File: config.mk
export PLATFORM = sky130hd
export DESIGN_NAME = multicycle_ctrl
export DESIGN_NICKNAME = d
export VERILOG_FILES = /design/src/rtl/multicycle_ctrl_pkg.sv /design/src/rtl/multicycle_ctrl_alu_decoder.sv /design/src/rtl/multicycle_ctrl.sv
export SDC_FILE = /design/constraint.sdc
export NUM_CORES = 1
export LEC_CHECK = 0
export CAP_MARGIN = 25
export CORE_MARGIN = 2
export CORE_UTILIZATION = 47
export CTS_BUF_LIST = sky130_fd_sc_hd__clkbuf_8
export CTS_CLUSTER_DIAMETER = 50
export DETAILED_ROUTE_END_ITERATION = 16
export HOLD_SLACK_MARGIN = 0.06
export PLACE_DENSITY = 0.87
export RECOVER_POWER = 50
export SYNTH_ARGS = -nofsm -noshare
export SYNTH_HDL_FRONTEND = slang
export SYNTH_SLANG_ARGS = --single-unit
File: constraint.sdc
create_clock -name clk -period 5.65 [get_ports clk]
set_input_delay 0.8475 -clock clk [delete_from_list [all_inputs] [get_ports clk]]
set_output_delay 0.8475 -clock clk [all_outputs]
set_load 0.005 [all_outputs]
File: src/rtl/multicycle_ctrl_pkg.sv
// Shared definitions for the multicycle control unit: opcode constants, FSM state encoding,
// ALU operation and immediate-format encodings, plus an opcode-to-ImmSrc helper.
// Optional feature macro used by the controller: ILLEGAL_TRAP_EN.
package multicycle_ctrl_pkg;

  localparam logic [6:0] OpR      = 7'b0110011;
  localparam logic [6:0] OpIAlu   = 7'b0010011;
  localparam logic [6:0] OpLoad   = 7'b0000011;
  localparam logic [6:0] OpStore  = 7'b0100011;
  localparam logic [6:0] OpBranch = 7'b1100011;

  typedef enum logic [2:0] {
    StFetch  = 3'd0,
    StDecode = 3'd1,
    StExec   = 3'd2,
    StMem    = 3'd3,
    StWb     = 3'd4,
    StTrap   = 3'd5
  } state_e;

  typedef enum logic [2:0] {
    AluAdd = 3'b000,
    AluSub = 3'b001,
    AluAnd = 3'b010,
    AluOr  = 3'b011,
    AluSlt = 3'b101
  } alu_ctrl_e;

  typedef enum logic [1:0] {
    ImmI = 2'b00,
    ImmS = 2'b01,
    ImmB = 2'b10
  } imm_src_e;

  // Stores and branches have their own immediate layouts; everything else uses I-type.
  function automatic imm_src_e imm_src_for(input logic [6:0] opcode);
    case (opcode)
      OpStore:  return ImmS;
      OpBranch: return ImmB;
      default:  return ImmI;
    endcase
  endfunction

endpackage

File: src/rtl/multicycle_ctrl_alu_decoder.sv
// alu_decoder: combinational ALU operation select from funct3/funct7[5].
// Ports:
//   opcode_i   - instruction opcode (sub only applies to register-register ops)
//   funct3_i   - instruction funct3
//   funct7_5_i - instruction bit 30 (funct7[5])
//   alu_ctrl_o - ALU operation encoding
module alu_decoder
  import multicycle_ctrl_pkg::*;
(
  input  logic [6:0] opcode_i,
  input  logic [2:0] funct3_i,
  input  logic       funct7_5_i,
  output alu_ctrl_e  alu_ctrl_o
);

  always_comb begin
    alu_ctrl_o = AluAdd;
    case (funct3_i)
      // Bit 30 is part of the immediate for I-ALU ops, so it only selects sub for R-type.
      3'b000:  alu_ctrl_o = (opcode_i == OpR && funct7_5_i) ? AluSub : AluAdd;
      3'b111:  alu_ctrl_o = AluAnd;
      3'b110:  alu_ctrl_o = AluOr;
      3'b010:  alu_ctrl_o = AluSlt;
      default: alu_ctrl_o = AluAdd;
    endcase
  end

endmodule

File: src/rtl/multicycle_ctrl.sv
// multicycle_ctrl: FSM control unit for a multicycle RV32 subset datapath.
// FETCH -> DECODE -> EXEC -> {MEM} -> {WB} -> FETCH; instret counts retired instructions.
// Optional: define ILLEGAL_TRAP_EN to send unknown opcodes to a TRAP state that only reset
// leaves; otherwise unknown opcodes retire as NOPs.
// Ports:
//   clk, rst (sync, active-low), instr, EQ, mem_ack           - inputs
//   PCWrite, PCsrc, IRWrite, RegWrite, MemReq, MemWE, ALUsrc,
//   ImmSrc, ALUctrl, ResultSrc                                 - datapath controls
//   state, instret                                             - status
module multicycle_ctrl
  import multicycle_ctrl_pkg::*;
#(
  parameter int unsigned DATA_WIDTH = 32
) (
  input  logic                  clk,
  input  logic                  rst,
  input  logic [31:0]           instr,
  input  logic                  EQ,
  input  logic                  mem_ack,
  output logic                  PCWrite,
  output logic                  PCsrc,
  output logic                  IRWrite,
  output logic                  RegWrite,
  output logic                  MemReq,
  output logic                  MemWE,
  output logic                  ALUsrc,
  output logic [1:0]            ImmSrc,
  output logic [2:0]            ALUctrl,
  output logic                  ResultSrc,
  output logic [2:0]            state,
  output logic [DATA_WIDTH-1:0] instret
);

  state_e                state_q, state_d;
  logic [DATA_WIDTH-1:0] instret_q;
  logic                  retire;

  logic [6:0] opcode;
  logic       is_alu, is_load, is_store;
  alu_ctrl_e  dec_alu_ctrl;

  logic pc_write, ir_write, reg_write, mem_req, mem_we;

  assign opcode   = instr[6:0];
  assign is_alu   = (opcode == OpR) || (opcode == OpIAlu);
  assign is_load  = (opcode == OpLoad);
  assign is_store = (opcode == OpStore);

  logic unused_instr;
  assign unused_instr = ^{instr[31], instr[29:15], instr[11:7]};

  alu_decoder u_alu_decoder (
    .opcode_i   (opcode),
    .funct3_i   (instr[14:12]),
    .funct7_5_i (instr[30]),
    .alu_ctrl_o (dec_alu_ctrl)
  );

  // Operand/format selects are steady decodes of instr; only strobes depend on state.
  always_comb begin
    ImmSrc = imm_src_for(opcode);
    if (is_alu) begin
      ALUctrl = dec_alu_ctrl;
      ALUsrc  = (opcode == OpIAlu);
    end else if (opcode == OpBranch) begin
      ALUctrl = AluSub;
      ALUsrc  = 1'b0;
    end else begin
      ALUctrl = AluAdd;
      ALUsrc  = is_load || is_store;
    end
  end

  always_comb begin
    state_d   = state_q;
    pc_write  = 1'b0;
    PCsrc     = 1'b0;
    ir_write  = 1'b0;
    reg_write = 1'b0;
    mem_req   = 1'b0;
    mem_we    = 1'b0;
    ResultSrc = 1'b0;
    retire    = 1'b0;
    case (state_q)
      StFetch: begin
        ir_write = 1'b1;
        state_d  = StDecode;
      end
      StDecode: state_d = StExec;
      StExec: begin
        if (is_alu) begin
          state_d = StWb;
        end else if (is_load || is_store) begin
          state_d = StMem;
        end else if (opcode == OpBranch) begin
          pc_write = 1'b1;
          PCsrc    = EQ;
          retire   = 1'b1;
          state_d  = StFetch;
        end else begin
`ifdef ILLEGAL_TRAP_EN
          state_d  = StTrap;
`else
          pc_write = 1'b1;
          retire   = 1'b1;
          state_d  = StFetch;
`endif
        end
      end
      StMem: begin
        mem_req = 1'b1;
        mem_we  = is_store;
        if (mem_ack) begin
          if (is_store) begin
            pc_write = 1'b1;
            retire   = 1'b1;
            state_d  = StFetch;
          end else begin
            state_d  = StWb;
          end
        end
      end
      StWb: begin
        reg_write = 1'b1;
        pc_write  = 1'b1;
        ResultSrc = is_load;
        retire    = 1'b1;
        state_d   = StFetch;
      end
`ifdef ILLEGAL_TRAP_EN
      StTrap: state_d = StTrap;
`endif
      default: state_d = StFetch;
    endcase
  end

  // Reset wins over retire, so an aborted MEM transaction never counts.
  always_ff @(posedge clk) begin
    if (!rst) begin
      state_q   <= StFetch;
      instret_q <= '0;
    end else begin
      state_q <= state_d;
      if (retire) instret_q <= instret_q + DATA_WIDTH'(1);
    end
  end

  // Strobes are held low for the whole time reset is asserted.
  assign PCWrite  = pc_write  & rst;
  assign IRWrite  = ir_write  & rst;
  assign RegWrite = reg_write & rst;
  assign MemReq   = mem_req   & rst;
  assign MemWE    = mem_we    & rst;

  assign state   = state_q;
  assign instret = instret_q;

endmodule

==> summary.md <==
The number of global-route vias before repair was 1850; the initial antenna violation count was 0. In the post-synthesis netlist, the biggest area contributors are sky130_fd_sc_hd__dfxtp_1, sky130_fd_sc_hd__a21oi_1, sky130_fd_sc_hd__nand2_1. 84 I/O pins were placed. Data on the critical path is required at its endpoint by 4.80 ns.

Combinational cells account for 9.7% of the total power. The pin count of the biggest net entering global routing is 41, and the post-detailed-route DRC marker count is 0. The final layout contains 337 nets. For this design the static power due to leakage is 0.0009936 uW. The run gives 0.007274 ns as the clock tree skew after final layout. The most frequent cell after synthesis was sky130_fd_sc_hd__dfxtp_1.

The largest fanout on the critical path is 40, and the height of the die is 68.20 um. Post-CTS timing repair inserted 0 buffers for setup. Net switching is 24.67% of the power. The clock network accounts for 36.3% of the total power.

For this run the aggregate overflow at the end of global routing stands at 0. Compared with the post-synthesis result, the final layout area differs by 37.79%. At the end of routability-driven placement, the weighted congestion stood at 0.8693. sky130_fd_sc_hd__dfxtp_1 takes more of the synthesized area than any other cell.

The count of flip-flops with a built-in enable after synthesis came out at 0. The longest clock path from root to sink contains 2 buffers. The run gives 4940 um as the detailed-route wire length. The setup path with the least slack is of type primary input to output pin. The launching element type of the critical path is a primary input. Fraction of final layout cells sized beyond drive strength 1: 4.983%. The count of nets left with antenna violations once routing finished came out at 0. Wire length of the first global-routing pass: 8024 um. The wire length per cell after detailed routing is 14.07 um, and the total power divided by cell area is 176.0 mW/mm^2. Based on the critical path, the design can be clocked at up to 0.2600 GHz. The first routing iteration left 179 violations.

The tools report the part of the Yosys area used for sequential elements as 36.18%. In this run, post-CTS hold repair placed 0 buffers. The cell area after technology mapping is 0.001937 mm^2, and the summed negative setup slack over all endpoints is 0 ns. Yosys printed 0 warnings. The post-route fraction of the period consumed by the critical path is 68.08%. In this run the tightest slew margin relative to its limit is 40.10%. TritonCTS built the clock tree. The logs give 0.004651 mm^2 for the die footprint and 339 for the count of fill cells added during filler insertion. Across the VDD grid, the largest voltage drop is 0.0001556 V. Mean post-synth cell area: 8.104 um^2. The endpoint kind of the worst setup timing path was an output pin. The logs give 23 for the number of core rows and 0 for the final hold violation count. Dividing the detail-routed via count by the number of cells gives 5.772. The run finished with clean final reports. The logs give 48.77% for the effective utilization at floorplan and 35 for the total clock sinks. Setup repair after global routing left no endpoint under its margin. The run gives 0 as the final max-slew violation count. The worst path needs 3.846 ns of the cycle, external delays included. The final setup violation count is 0, and the top-area cell type share of the netlist area is 36.18%.

Data on the critical path arrives at its endpoint at 3.00 ns. The routed layout has 2026 vias. The number of antenna cells inserted came out at 0.

Detailed placement ended at an HPWL of 3572 um. The worst hold path belongs to the class flip-flop to flip-flop. The run gives 4 as the number of iterations in the first detailed-routing pass. Counting instances in the post-synthesis netlist gives the leading cell types as sky130_fd_sc_hd__dfxtp_1, sky130_fd_sc_hd__nand2_1, sky130_fd_sc_hd__a21oi_1.

Max-cap violation count: 0. Of the total power, registers draw 54.0%. The top flip-flop cell by instance count after synthesis is sky130_fd_sc_hd__dfxtp_1. Prior to clock tree synthesis, the placed netlist has a worst setup slack of 1.912 ns. The run gives 0.29 ns as the source-to-sink clock delay at the later pin of the worst-skew pair.

The logs give 115.9 uW for the net switching component of the power and 22.48% for the overall global routing resource usage. For this run, asynchronously set or reset flops after synthesis account for 0%. The actual transition at the worst max-transition pin was 0.8909 ns. In this run the horizontal extent of the chip is 68.20 um.

The cell count after synthesis came out at 239. The H-tree was split into 2 levels. The tools report the net count of the mapped netlist as 276. The total area inside the core boundary comes to 0.003971 mm^2.

Worst path setup slack after routing: 1.804 ns. Register bit total from synthesis: 35. The internal portion of the total power is 353.8 uW.

The run gives 5 as the number of buffers added by the clock tree synthesis step. The root buffer cell chosen for the clock tree is sky130_fd_sc_hd__clkbuf_8. Port buffering added 62 buffers. In this run, distinct cell masters in the synthesized netlist total 52. After clock tree synthesis, the repair step resized 0 gates.

The CTS clock-pin slew for the worst setup and hold paths is 0.07 ns.
[per-stage QoR]
stage          utilization (%)  hold WS, ns  area (um^2)  total power (uW)  std cells
6_report                 67.20       0.4715         2669             469.6        351
5_1_grt                  67.20       0.5006         2669             489.0        351
4_1_cts                  67.20       0.4782         2669             472.8        351
3_5_place_dp             65.15       0.4670         2587             305.8        343
3_3_place_gp             65.15       0.4596         2587             305.2        343
2_1_floorplan                -       0.4591         1937             281.6        239
[layout make-up]
type,count,area [um^2],area share (%)
Clock inverter,3,12.51,0.4688
Clock buffer,5,68.82,2.579
Timing Repair Buffer,63,628.1,23.53
Multi-Input combinational cell,188,1170,43.83
Inverter,7,26.28,0.9845
Sequential cell,35,700.7,26.25
Tap cell,50,62.56,2.344
[power groups by stage]
stage	clock, uW	combinational (uW)	sequential [uW]
2_1_floorplan	0	24.3	257
3_3_place_gp	0	45.7	259
3_5_place_dp	0	46.4	259
4_1_cts	172	46.8	254
5_1_grt	184	50.5	254
6_report	170	45.6	254
[registers in the layout, summed over array words and instances (netlist names)]
| name | cells |
|---|---|
| instret | 32 |
| state | 3 |
[placed cells by master, fill, tap and decap left out, drive strengths merged, types with 4 or more instances in the layout]
cell and count:
inv 9, clkdlybuf4s50 26, dlygate4sd3 36, and3 5
nor2 17, o21a 4, nor4 5, nor3 9
mux2i 4, a21oi 20, clkbuf 5, or3 7
nand3 12, o21ai 9, or4 8, and4 4
o31ai 9, xnor2 5, nand4 9, nand2 25
nand2b 4, dfxtp 35
[worst paths after layout]
check / startpoint / endpoint / slack, ns / depth (start not counted)
max: instr[2] / PCWrite / 1.80 / 7
min reg2reg: instret[31]$_SDFFE_PN0P_ / instret[31]$_SDFFE_PN0P_ / 0.47 / 2
max reg2reg: instret[0]$_SDFFE_PN0P_ / instret[18]$_SDFFE_PN0P_ / 3.13 / 6
min: instret[31]$_SDFFE_PN0P_ / instret[31]$_SDFFE_PN0P_ / 0.47 / 2
[cell families after synthesis]
family | count (synthesis) | share of synthesized area (%)
simple gates | 121 | 36.30
compound gates | 56 | 18.41
flops | 35 | 36.18
buf+inv | 16 | 3.681
xor+xnor | 6 | 2.713
mux | 4 | 2.067
fa+ha+maj | 1 | 0.6459
[layer usage]
metal | share of wire, % | vias to the layer above | routed length, um | track usage (%)
met5 | 0 | - | 0 | 0
met2 | 48 | 63 | 2366 | 36.41
met3 | 6.2 | 8 | 307 | 6.086
met4 | 1.4 | 0 | 68 | 6.750
met1 | 44 | 923 | 2197 | 29.10
li1 | - | 1032 | - | -
[worst max-delay path, cell delays in order]
cell and delay [ns]:
sky130_fd_sc_hd__dlygate4sd3_1 0.55, sky130_fd_sc_hd__and4bb_1 0.36, sky130_fd_sc_hd__a21boi_0 0.18, sky130_fd_sc_hd__nor3_2 0.18, sky130_fd_sc_hd__buf_4 0.35, sky130_fd_sc_hd__nor2_1 0.07
sky130_fd_sc_hd__clkdlybuf4s50_1 0.46
(Power assumes the default switching activity.)
